===== config.mk =====
export PLATFORM = sky130hd
export DESIGN_NAME = multi_cycle_control_sequencer
export DESIGN_NICKNAME = d
export VERILOG_FILES = /design/src/rtl/multi_cycle_control_sequencer.sv
export SDC_FILE = /design/constraint.sdc
export NUM_CORES = 1
export LEC_CHECK = 0
export CORE_ASPECT_RATIO = 1.25
export CORE_UTILIZATION = 49
export CTS_CLUSTER_DIAMETER = 100
export DETAILED_ROUTE_END_ITERATION = 10
export GPL_TIMING_DRIVEN = 0
export PLACE_DENSITY = 0.87
export SYNTH_ARGS = -nofsm -noshare
export SYNTH_HDL_FRONTEND = slang
export SYNTH_SLANG_ARGS = --single-unit

===== constraint.sdc =====
create_clock -name clock -period 2.6 [get_ports clock]
set_input_delay 0.39 -clock clock [delete_from_list [all_inputs] [get_ports clock]]
set_output_delay 0.39 -clock clock [all_outputs]
set_load 0.01 [all_outputs]

===== src/rtl/multi_cycle_control_sequencer.sv =====
// -----------------------------------------------------------------------------
// multi_cycle_control_sequencer
//
// Sits beside a single-cycle datapath and stretches the few instructions
// that cannot finish in one cycle:
//   * PUSHM / POPM walk a register bitmap one register per cycle.
//   * OUTPUT / PAUSE / INPUT wait for an operator button. A release phase
//     follows, so that one press completes exactly one instruction.
//   * HALT parks the sequencer until reset.
// All other instructions complete in the same cycle they are presented.
//
// Ports
//   clock                 rising-edge clock
//   reset                 asynchronous, active-low reset
//   instr_valid           id / reg_list are valid this cycle (ignored while busy)
//   id                    decoded instruction ID
//   reg_list              register bitmap for PUSHM / POPM
//   confirmation          I/O confirm button (OUTPUT, INPUT)
//   continue_button       PAUSE release button
//   enable                instruction completes this cycle; PC/regfile commit
//   busy                  sequencer is not idle
//   controlMAH            memory address handler select
//   controlRB             register bank write select
//   allow_write_on_memory memory write strobe
//   is_input / is_output  I/O device activity
//   reg_index             register addressed by the current PUSHM/POPM beat
//   io_timeout            sticky flag: an I/O wait was aborted by timeout
// -----------------------------------------------------------------------------
module multi_cycle_control_sequencer #(
    parameter int ID_WIDTH      = 7,
    parameter int LIST_WIDTH    = 8,
    parameter int TIMEOUT_WIDTH = 16,
    parameter int TIMEOUT_LIMIT = 0,
    localparam int IDX_W        = (LIST_WIDTH > 1) ? $clog2(LIST_WIDTH) : 1
) (
    input  logic                  clock,
    input  logic                  reset,
    input  logic                  instr_valid,
    input  logic [ID_WIDTH-1:0]   id,
    input  logic [LIST_WIDTH-1:0] reg_list,
    input  logic                  confirmation,
    input  logic                  continue_button,
    output logic                  enable,
    output logic                  busy,
    output logic [2:0]            controlMAH,
    output logic [2:0]            controlRB,
    output logic                  allow_write_on_memory,
    output logic                  is_input,
    output logic                  is_output,
    output logic [IDX_W-1:0]      reg_index,
    output logic                  io_timeout
);

    localparam logic [ID_WIDTH-1:0] ID_OUTPUT = ID_WIDTH'(69);
    localparam logic [ID_WIDTH-1:0] ID_PAUSE  = ID_WIDTH'(70);
    localparam logic [ID_WIDTH-1:0] ID_INPUT  = ID_WIDTH'(71);
    localparam logic [ID_WIDTH-1:0] ID_HALT   = ID_WIDTH'(75);
    localparam logic [ID_WIDTH-1:0] ID_PUSHM  = ID_WIDTH'(78);
    localparam logic [ID_WIDTH-1:0] ID_POPM   = ID_WIDTH'(79);

    // Counter value seen on the last permitted wait cycle.
    localparam logic [TIMEOUT_WIDTH-1:0] WAIT_LAST =
        TIMEOUT_WIDTH'((TIMEOUT_LIMIT > 0) ? TIMEOUT_LIMIT - 1 : 0);
    localparam logic [TIMEOUT_WIDTH-1:0] WAIT_MAX = {TIMEOUT_WIDTH{1'b1}};

    typedef enum logic [2:0] {
        ST_IDLE       = 3'd0,
        ST_MULTI      = 3'd1,
        ST_IO_WAIT    = 3'd2,
        ST_IO_RELEASE = 3'd3,
        ST_HALTED     = 3'd4
    } state_t;

    state_t                   state_q, state_d;
    logic [LIST_WIDTH-1:0]    list_q, list_d;
    logic                     pop_q, pop_d;
    logic [ID_WIDTH-1:0]      io_id_q, io_id_d;
    logic [TIMEOUT_WIDTH-1:0] wait_cnt_q, wait_cnt_d;
    logic                     timeout_q, timeout_d;

    logic [IDX_W-1:0]         hi_idx;
    logic [IDX_W-1:0]         lo_idx;
    logic [IDX_W-1:0]         beat_idx;
    logic                     last_beat;
    logic                     handshake;
    logic                     timeout_fire;

    // Highest and lowest set bit of the remaining list. Each loop keeps its
    // last hit, so the scan direction decides which end wins.
    always_comb begin
        hi_idx = '0;
        lo_idx = '0;
        for (int i = 0; i < LIST_WIDTH; i++) begin
            if (list_q[i]) hi_idx = IDX_W'(i);
        end
        for (int i = LIST_WIDTH - 1; i >= 0; i--) begin
            if (list_q[i]) lo_idx = IDX_W'(i);
        end
    end

    // PUSHM stores from the top down; POPM restores from the bottom up.
    assign beat_idx  = pop_q ? lo_idx : hi_idx;
    // Exactly one bit left: clearing the lowest set bit leaves nothing.
    assign last_beat = ((list_q & (list_q - LIST_WIDTH'(1))) == '0);
    // PAUSE is released by its own button; OUTPUT/INPUT use confirmation.
    assign handshake = (io_id_q == ID_PAUSE) ? continue_button : confirmation;

    always_comb begin
        state_d               = state_q;
        list_d                = list_q;
        pop_d                 = pop_q;
        io_id_d               = io_id_q;
        wait_cnt_d            = wait_cnt_q;
        timeout_d             = timeout_q;
        timeout_fire          = 1'b0;
        enable                = 1'b0;
        busy                  = 1'b0;
        controlMAH            = 3'd0;
        controlRB             = 3'd0;
        allow_write_on_memory = 1'b0;
        is_input              = 1'b0;
        is_output             = 1'b0;
        reg_index             = '0;

        case (state_q)
            ST_IDLE: begin
                if (instr_valid) begin
                    if (id == ID_PUSHM || id == ID_POPM) begin
                        if (reg_list != '0) begin
                            list_d  = reg_list;
                            pop_d   = (id == ID_POPM);
                            state_d = ST_MULTI;
                        end else begin
                            // Empty list degenerates into a NOP.
                            enable = 1'b1;
                        end
                    end else if (id == ID_OUTPUT || id == ID_PAUSE || id == ID_INPUT) begin
                        io_id_d    = id;
                        wait_cnt_d = '0;
                        state_d    = ST_IO_WAIT;
                    end else if (id == ID_HALT) begin
                        state_d = ST_HALTED;
                    end else begin
                        enable = 1'b1;
                    end
                end
            end

            ST_MULTI: begin
                busy      = 1'b1;
                reg_index = beat_idx;
                if (pop_q) begin
                    controlMAH = 3'd2;
                    controlRB  = 3'd3;
                end else begin
                    controlMAH            = 3'd1;
                    allow_write_on_memory = 1'b1;
                end
                list_d = list_q & ~(LIST_WIDTH'(1) << beat_idx);
                if (last_beat) begin
                    enable  = 1'b1;
                    state_d = ST_IDLE;
                end
            end

            ST_IO_WAIT: begin
                busy      = 1'b1;
                is_output = (io_id_q == ID_OUTPUT) || (io_id_q == ID_PAUSE);
                is_input  = (io_id_q == ID_PAUSE) || (io_id_q == ID_INPUT);
                controlRB = (io_id_q == ID_INPUT) ? 3'd3 : 3'd0;
                if (wait_cnt_q != WAIT_MAX) begin
                    wait_cnt_d = wait_cnt_q + TIMEOUT_WIDTH'(1);
                end
                // A press on the deadline cycle still counts as a completion.
                if (handshake) begin
                    enable  = 1'b1;
                    state_d = ST_IO_RELEASE;
                end else if (TIMEOUT_LIMIT != 0 && wait_cnt_q == WAIT_LAST) begin
                    enable       = 1'b1;
                    timeout_fire = 1'b1;
                    timeout_d    = 1'b1;
                    state_d      = ST_IDLE;
                end
            end

            ST_IO_RELEASE: begin
                busy = 1'b1;
                if (!handshake) begin
                    state_d = ST_IDLE;
                end
            end

            ST_HALTED: begin
                busy = 1'b1;
            end

            default: begin
                state_d = ST_IDLE;
            end
        endcase

        io_timeout = timeout_q | timeout_fire;

        // Outputs must drop the moment reset is asserted, including the
        // combinational same-cycle enable that IDLE can produce.
        if (!reset) begin
            enable                = 1'b0;
            busy                  = 1'b0;
            controlMAH            = 3'd0;
            controlRB             = 3'd0;
            allow_write_on_memory = 1'b0;
            is_input              = 1'b0;
            is_output             = 1'b0;
            reg_index             = '0;
            io_timeout            = 1'b0;
        end
    end

    always_ff @(posedge clock or negedge reset) begin
        if (!reset) begin
            state_q    <= ST_IDLE;
            list_q     <= '0;
            pop_q      <= 1'b0;
            io_id_q    <= '0;
            wait_cnt_q <= '0;
            timeout_q  <= 1'b0;
        end else begin
            state_q    <= state_d;
            list_q     <= list_d;
            pop_q      <= pop_d;
            io_id_q    <= io_id_d;
            wait_cnt_q <= wait_cnt_d;
            timeout_q  <= timeout_d;
        end
    end

endmodule


* Word-level counts from Yosys, hierarchy flattened *
Cells that the tools add are included.

word-level totals
  word-level logic and storage cells = 103
  bits of input ports = 20
  register bits = 19
  output and inout bits = 15

cells by class
  bitwise operators = 5
  equal/unequal tests = 21
  reduce and logical (&&, ||, !) cells = 14
  shift operators = 1
  multiplexer cells = 57
  add/subtract/negate cells = 1

operators with widths
  cell                   count
  $mux W3                25
  $eq A7 B7 Y1 const B   9
  $mux W8                3
  $mux W1                19
  $and A8 B8 Y8          2
  $pmux W8 S2            1
  $pmux W3 S5            1
  $mux W2                6
  $ne A2 B2 Y1 const B   6
  $reduce_and A4 Y1      3
  $logic_not A8 Y1       1
  $not A8 Y8             1
  $reduce_bool A8 Y1     1
  $shl A1 B3 Y8 const A  1
  $sub A8 B1 Y8 const B  1
  $reduce_and A7 Y1      1
  $eq A3 B2 Y1 const B   2
  $logic_or A1 B1 Y1     5
  $ne A4 B4 Y1 const B   1
  $pmux W2 S2            1
  $reduce_or A4 Y1       1
  $eq A3 B1 Y1 const B   1
  $eq A3 B3 Y1 const B   1
  $logic_not A3 Y1       1
  other kinds (4)        5

* Longest topological paths before layout *
Gate-level depths: netlist of run 1.

  depth in word-level cells = 13
  gate-level depth with buffers = 6
  gate-level depth less buffers = 5

* Worst setup path after synthesis of run 1 *
Ideal clock, no wire load.

  path type = register to output
  start = register list_q[3]
  end = output port enable
  stages on the path, launching flop included = 7
  arrival = 1.831 ns
  buffers on the path = 1
  slack = 0.379 ns
  required time = 2.210 ns
  cell sequence = dfrtp_1 -> clkbuf_1 -> or4_4 -> maj3_2 -> o31ai_1 -> nand3_1 -> a21boi_1

between the ends
  longest elaborated chain between the ends = 6

RTL lines
  item                    line  RTL
  start, declared         75    logic [LIST_WIDTH-1:0] list_q, list_d;
  start signal, assigned  229   list_q <= list_d;
  $sub A8 B1 Y8           104   assign last_beat = ((list_q & (list_q - LIST_WIDTH'(1))) == '0);
  $and A8 B8 Y8 (*)       104
  $logic_not A8 Y1 (*)    104
  $mux W1 (*)             160   if (last_beat) begin
  $pmux W1 S3 (*)         125   case (state_q)
  $mux W1 (*)             206   if (!reset) begin
  end, declared           43    output logic enable,

Mark *: on every way between the ends. The rest lies on a longest branch, timed or not.

* Worst setup path in the final report of run 1 *
  start = register list_q[0]
  end = output port enable

The elaborated chain is that of the path after synthesis.

==> flow_metrics.env, run 1 <==
export IMPL_critPathKind="register to output port"
export IMPL_hold_depth=3
export IMPL_dpl_cell_count=223
export IMPL_muxShareOfSynthArea_pct=8.811
export IMPL_synthAdderAreaFrac_pct=2.203
export IMPL_leakagePower_nw=0.8479
export IMPL_crit_path_max_incr_delay_ps=580
export IMPL_fin_crit_sh_pct=102.3
export IMPL_start_kind="register"
export IMPL_diodes=0
export IMPL_drc=0
export IMPL_crit_family="simple AND/OR/NAND/NOR gates"
export IMPL_switchingPower_mw=0.3484
export IMPL_overflow=0
export IMPL_finalMaxSlewViolations=0
export IMPL_ys_ff_latch=19
export IMPL_grt_pass1_wl_mm=7.086
export IMPL_r2r_slack_ps=430
export IMPL_slew_headroom_pct=41.29
export IMPL_reg2reg_depth=6
export IMPL_gp_congestion=0.8779
export IMPL_die_area_um2=3119
export IMPL_yosysWarnings=0
export IMPL_ant_nets=0
export IMPL_fin_cells=233
export IMPL_min_to="list_q[7]"
export IMPL_path_cells="or4_4 -> maj3_2 -> o31ai_1 -> nand3_1 -> a21boi_1 -> buf_2"
export IMPL_syn_inst=156
export IMPL_outcome="complete, but fails checks"
export IMPL_postLayoutSetupSlackWorst_ps=-59.44
export IMPL_postLayoutCoreUtil_pct=71.38
export IMPL_cp_slowest_cell="or4_4"
export IMPL_vias=1463
export IMPL_synth_top_family_by_area="simple AND/OR/NAND/NOR gates"
export IMPL_violations="setup timing"
export IMPL_syn_area_um2=1420
export IMPL_clk_pin_slew_ps=120
export IMPL_r2r_end="io_id_q[0]"
export IMPL_core_area_um2=2706
export IMPL_dpl_hpwl_mm=2.868
export IMPL_cp_arrival_ps=2270
export IMPL_power_internal_mw=0.5763
export IMPL_yosys_area_top_type="dfrtp_1"
export IMPL_grt_max_degree=24
export IMPL_cts_tree="yes"
export IMPL_synth_xor_area_share_pct=0.6167
export IMPL_drive_gt1_share_pct=26.13
export IMPL_vdd_ir_drop_worst_mv=0.3104
export IMPL_rsz0062_at_grt="true"
export IMPL_clk_path_buf_depth=2
export IMPL_synth_edf_count=0
export IMPL_yosysSeqAreaShare_pct=33.48
export IMPL_ys_types=53
export IMPL_worstSetupEndpointType="output port"
export IMPL_critPathRequiredTime_ps=2210
export IMPL_post_dp_cell_area_um2=1780
export IMPL_numClockSinks=19
export IMPL_first_iter_violations=55
export IMPL_numCtsBuffers=3
export IMPL_p_seq_share_pct=42.1
export IMPL_cp_num_buf_inv=1
export IMPL_vias_per_cell=6.279
export IMPL_rows=21
export IMPL_dieHeight_um=62.19
export IMPL_antenna_found_initial=0
export IMPL_power_density_nw_per_um2=478.6
export IMPL_skew_ps=9.427
export IMPL_final_common_cell="clkdlybuf4s50_1"
export IMPL_grt_use_total_pct=29.64
export IMPL_finalNetCount=220
export IMPL_grt_pass1_vias=1460
export IMPL_min_from="reg_list[7]"
export IMPL_hold_violations=0
export IMPL_wl_mm=4.241
export IMPL_synth_simple_gate_area_share_pct=26.52
export IMPL_ys_async_sr_fraction_pct=100.0
export IMPL_io_buffer_count=31
export IMPL_start_util_pct=52.47
export IMPL_path_max_fanout=5
export IMPL_fp_dieW_um=50.15
export IMPL_post_synth_cell_area_avg_um2=9.103
export IMPL_io_pins=35
export IMPL_syn_to_final_growth_pct=36.04
export IMPL_dr_pass1_iters=4
export IMPL_final_cell_mix="24 x clkdlybuf4s50_1, 15 x buf_4, 13 x nor2_1, 13 x dfrtp_1"
export IMPL_cts_root_buffer="clkbuf_4"
export IMPL_synth_compound_area_share_pct=21.59
export IMPL_fmax_mhz=376.0
export IMPL_hold_path_class="input port to register"
export IMPL_drv_cap=0
export IMPL_worst_skew_pair_late_latency_ps=300
export IMPL_fin_crit_ps=2659
export IMPL_setup_viol=1
export IMPL_h_tree_depth=1
export IMPL_pwr_share_clk_pct=16.8
export IMPL_timing_rr_start="state_q[2]"
export IMPL_synth_flop_cell="dfrtp_1"
export IMPL_detail_route_wl_per_cell_um=18.20
export IMPL_fin_area_um2=1932
export IMPL_comb_power_share_pct=41.0
export IMPL_synth_top_area_share_pct=33.48
export IMPL_tightest_slew_ps=877.8
export IMPL_synth_area_top_cells="dfrtp_1 33%, mux2i_1 5.6%, nor2_1 4.2%"
export IMPL_swShare_pct=37.68
==> Yosys cell counts (2+ instances only) <==
cell and number:
nor2b_1 5, clkbuf_1 5, o21ai_0 5, buf_4 6
maj3_1 2, o31ai_1 3, o211ai_1 2, a21oi_1 5
mux2_2 4, buf_2 2, nor4b_1 4, o21ai_1 3
a31oi_1 8, mux2i_1 8, nand3_1 2, inv_1 5
a21o_1 2, and2_1 2, a22oi_1 2, nor3_1 3
and3_1 3, or2_2 3, nor4_1 2, dfrtp_1 19
nor2_1 16, or4_1 2, a22o_1 2, nand2b_1 2
or2_1 2, nand2_1 4
==> cells by family (layout without fill, tap and decap cells) <==
kind of cell | after synthesis | after routing
buffers and inverters | 18 | 59
xor gates and xnor gates | 1 | 1
DFF | 19 | 19
AOI/OAI and AO/OA | 43 | 43
and+or+nand+nor | 59 | 59
adders and majority gates | 3 | 3
other | 1 | 3
muxes | 12 | 12
==> final cells by class <==
cell class                      count  area, µm²
Inverter                            5      18.77
Timing Repair Buffer               42      402.9
Sequential cell                    19      483.0
Clock buffer                        3      22.52
Tap cell                           34      42.54
Clock inverter                      1      5.005
Buffer                              8      53.80
Fill cell                         220      774.5
Multi-Input combinational cell    121      903.4
==> worst max-delay path by stage <==
stage	from	endpoint	slack, ps	cells past startpoint
after floorplan	list_q[3]	enable	380	6
after global routing	reg_list[5]	enable	-100	7
after CTS	list_q[1]	enable	-50	6
after global placement	reset	controlRB[1]	-690	8
after detailed placement	reset	controlRB[1]	-720	8
final	list_q[0]	enable	-60	6
==> sequential cells by signal (all words and copies together) (netlist names) <==
register	cells
list_q	8
io_id_q	7
state_q	3
pop_q	1
==> per-stage QoR <==
step | power [mW] | setup WS (ps) | hold WS (ps) | setup TNS [ps]
after floorplan | 0.6016 | 378.7 | 94.41 | 0
after global placement | 0.6944 | -688.1 | 450.9 | -4335
after detailed placement | 0.7172 | -722.6 | 467.4 | -4743
after CTS | 0.9018 | -49.16 | 48.25 | -49.16
after global routing | 0.9796 | -103.5 | 449.0 | -263.2
final | 0.9246 | -59.44 | 447.9 | -59.44
==> power by group through the flow <==
stage               clock [mW]  combinational [mW]  sequential (mW)
finish                   0.156               0.379            0.390
global route             0.171               0.415            0.394
CTS                      0.151               0.378            0.373
detailed placement           0               0.340            0.378
global placement             0               0.321            0.373
floorplan                    0               0.238            0.364
==> timing repair <==
action / in CTS / in global routing
hold buffers: 0 / 2
pin swaps: 4 / 9
gates resized for setup: 20 / 13
setup buffers: 8 / 1
endpoints found under the setup margin: 12 / 9
hold endpoints to repair: 0 / 18
==> layer usage <==
metal	global-route usage, %	vias to the layer above	routed length (µm)
li1	-	664	-
met1	36.69	703	1597
met2	51.83	80	2230
met3	3.431	16	251
met4	10.00	0	161
met5	0	-	0
==> worst min-delay path, stage by stage <==
cell	delay [ps]
dlymetal6s2s_1	130
mux2i_1	130
a31oi_1	60
Power figures use the tool's default switching activity.
==> run 2, diff against run 1 <==
--- a/config.mk
+++ b/config.mk
@@ -6,6 +6,7 @@
 export NUM_CORES = 1
 export LEC_CHECK = 0
 export CORE_ASPECT_RATIO = 1.25
+export CORE_MARGIN = 4
 export CORE_UTILIZATION = 49
 export CTS_CLUSTER_DIAMETER = 100
 export DETAILED_ROUTE_END_ITERATION = 10
==> run 2 against run 1 <==
Net effect: via count decreased by 4.2%; utilization decreased by 1.2 points; hold slack got worse by 420 ps; non-clock buffer count decreased by 1; the flow still finishes with violations (setup timing); maximum frequency about the same; flip-flop and latch count unchanged; critical path type is now input port to output port; critical path depth increased by 1; combinational power increased by 1%; setup slack got worse by 2.5 ps; die area increased by 23%; register-to-register slack improved by 110 ps; critical endpoint unchanged; clock skew decreased by 5.7 ps.
==> flow_metrics.env, run 2 (synthesis gave the netlist of run 1 again) <==
export IMPL_finalNetCount=219
export IMPL_finalMaxSlewViolations=0
export IMPL_dieHeight_um=68.19
export IMPL_drv_cap=0
export IMPL_fin_area_um2=1917
export IMPL_r2r_slack_ps=540
export IMPL_cp_num_buf_inv=2
export IMPL_critPathRequiredTime_ps=2210
export IMPL_worst_skew_pair_late_latency_ps=320
export IMPL_gp_congestion=0.9177
export IMPL_rsz0062_at_grt="true"
export IMPL_power_internal_mw=0.5838
export IMPL_cp_arrival_ps=2270
export IMPL_core_area_um2=2733
export IMPL_path_max_fanout=2
export IMPL_grt_max_degree=24
export IMPL_numCtsBuffers=3
export IMPL_final_cell_mix="17 x buf_4, 15 x clkdlybuf4s50_1, 13 x nor2_1, 13 x dfrtp_1"
export IMPL_fin_crit_ps=2662
export IMPL_leakagePower_nw=0.9021
export IMPL_diodes=0
export IMPL_ant_nets=0
export IMPL_top_register="list_q"
export IMPL_setup_viol=1
export IMPL_postLayoutSetupSlackWorst_ps=-61.93
export IMPL_antenna_found_initial=0
export IMPL_fp_dieW_um=56.15
export IMPL_cp_slowest_cell="or4_4"
export IMPL_use_met1_pct=22.91
export IMPL_drc=0
export IMPL_grt_use_total_pct=22.21
export IMPL_die_area_um2=3829
export IMPL_crit_path_max_incr_delay_ps=440
export IMPL_syn_to_final_growth_pct=34.98
export IMPL_vias=1401
export IMPL_largestRegisters="list_q: 8 flops, io_id_q: 7 flops, state_q: 3 flops"
export IMPL_io_pins=35
export IMPL_worstSetupEndpointType="output port"
export IMPL_violations="setup timing"
export IMPL_start_util_pct=51.97
export IMPL_hold_buffers=0
export IMPL_reg2reg_depth=4
export IMPL_wl_mm=4.170
export IMPL_drive_gt1_share_pct=27.27
export IMPL_fmax_mhz=375.7
export IMPL_numClockSinks=19
export IMPL_swShare_pct=37.88
export IMPL_grt_pass1_wl_mm=6.693
export IMPL_p_seq_share_pct=41.2
export IMPL_clk_pin_slew_ps=130
export IMPL_post_dp_cell_area_um2=1780
export IMPL_slew_headroom_pct=53.43
export IMPL_vias_per_cell=6.039
export IMPL_met3_usage_pct=2.830
export IMPL_dr_pass1_iters=4
export IMPL_switchingPower_mw=0.3560
export IMPL_h_tree_depth=1
export IMPL_dpl_hpwl_mm=3.035
export IMPL_cts_tree="yes"
export IMPL_final_common_cell="buf_4"
export IMPL_pwr_share_clk_pct=17.9
export IMPL_crit_family="simple AND/OR/NAND/NOR gates"
export IMPL_tightest_slew_ps=693.4
export IMPL_comb_power_share_pct=40.8
export IMPL_cts_root_buffer="clkbuf_4"
export IMPL_clk_path_buf_depth=2
export IMPL_power_density_nw_per_um2=490.3
export IMPL_outcome="complete, but fails checks"
export IMPL_first_iter_violations=85
export IMPL_detail_route_wl_per_cell_um=17.97
export IMPL_critPathKind="input port to output port"
export IMPL_tns_ps=-61.93
export IMPL_vdd_ir_drop_worst_mv=0.3970
export IMPL_path_cells="clkdlybuf4s50_1 -> or4_4 -> or2_4 -> o211ai_1 -> a32oi_1 -> a21boi_1 -> buf_2"
export IMPL_timing_rr_start="list_q[0]"
export IMPL_grt_pass1_vias=1444
export IMPL_rows=21
export IMPL_hold_path_class="input port to asynchronous set/reset pin"
export IMPL_fin_crit_sh_pct=102.4
export IMPL_skew_ps=3.772
export IMPL_hold_violations=0
export IMPL_start_kind="input port"
export IMPL_io_buffer_count=31
export IMPL_overflow=0
export IMPL_r2r_end="list_q[5]"
export IMPL_met2_usage_pct=44.88
export IMPL_busiest_layer="met2"
export IMPL_largest_reg_flops=8
-- run 2: changes by cell type in the layout (fill, tap and decap cells not counted), moves of 2 or more --
cell / change
dlygate4sd2_1: +7
clkdlybuf4s50_1: -9
buf_4: +2
dlygate4sd3_1: -2
-- run 2: layout make-up --
type                       instances  area [µm²]
buffer                             8       56.30
clock buffer                       3       22.52
clock inverter                     1       7.507
fill                             224       815.8
inverter                           5       18.77
multi-input combinational        121       907.1
sequential                        19       483.0
tap                               34       42.54
timing repair buffer              41       379.1
-- run 2: worst max path at each step --
stage	cells after the start	end	slack (ps)	from
6_report	7	enable	-60	reg_list[2]
3_5_place_dp	8	controlRB[1]	-760	reset
2_1_floorplan	6	enable	380	list_q[3]
3_3_place_gp	8	controlRB[1]	-650	reset
5_1_grt	6	enable	-110	list_q[0]
4_1_cts	6	enable	-40	list_q[1]
-- run 2: layer usage --
layer | vias to the layer above | wire length (µm)
li1 | 657 | -
met1 | 655 | 1544
met2 | 66 | 2227
met3 | 23 | 231
met4 | 0 | 166
met5 | - | 0
-- run 2: worst reg2reg max path: stages (launching register included) --
cell	delay (ps)
dfrtp_2	430
or4_4	570
a22o_1	240
nor4b_1	550
a31oi_1	160
-- run 2: what timing repair did --
action                                 4_1_cts  5_1_grt
buffers inserted                             8        2
setup endpoints to repair                   12        8
cloned                                       0        0
gates resized for setup                     32       10
pin swaps                                    9        5
endpoints found under the hold margin        0        0
-- run 2: power groups by stage --
stage | logic [mW] | clock network, mW | registers (mW)
after global placement | 0.320 | 0 | 0.373
after CTS | 0.363 | 0.165 | 0.378
after detailed placement | 0.337 | 0 | 0.377
after global routing | 0.414 | 0.181 | 0.395
final | 0.384 | 0.169 | 0.388
after floorplan | 0.238 | 0 | 0.364
-- run 2: per-stage QoR --
| step | setup slack [ps] | instances | hold WS [ps] | power (mW) | util [%] |
|---|---|---|---|---|---|
| after floorplan | 378.7 | 158 | 94.41 | 0.6016 | - |
| after global placement | -648.4 | 223 | 451.2 | 0.6936 | 65.16 |
| after detailed placement | -760.8 | 223 | 464.3 | 0.7137 | 65.16 |
| after CTS | -43.10 | 231 | 47.59 | 0.9056 | 68.77 |
| after global routing | -106.0 | 232 | 60.58 | 0.9910 | 70.15 |
| final | -61.93 | 232 | 24.24 | 0.9398 | 70.15 |
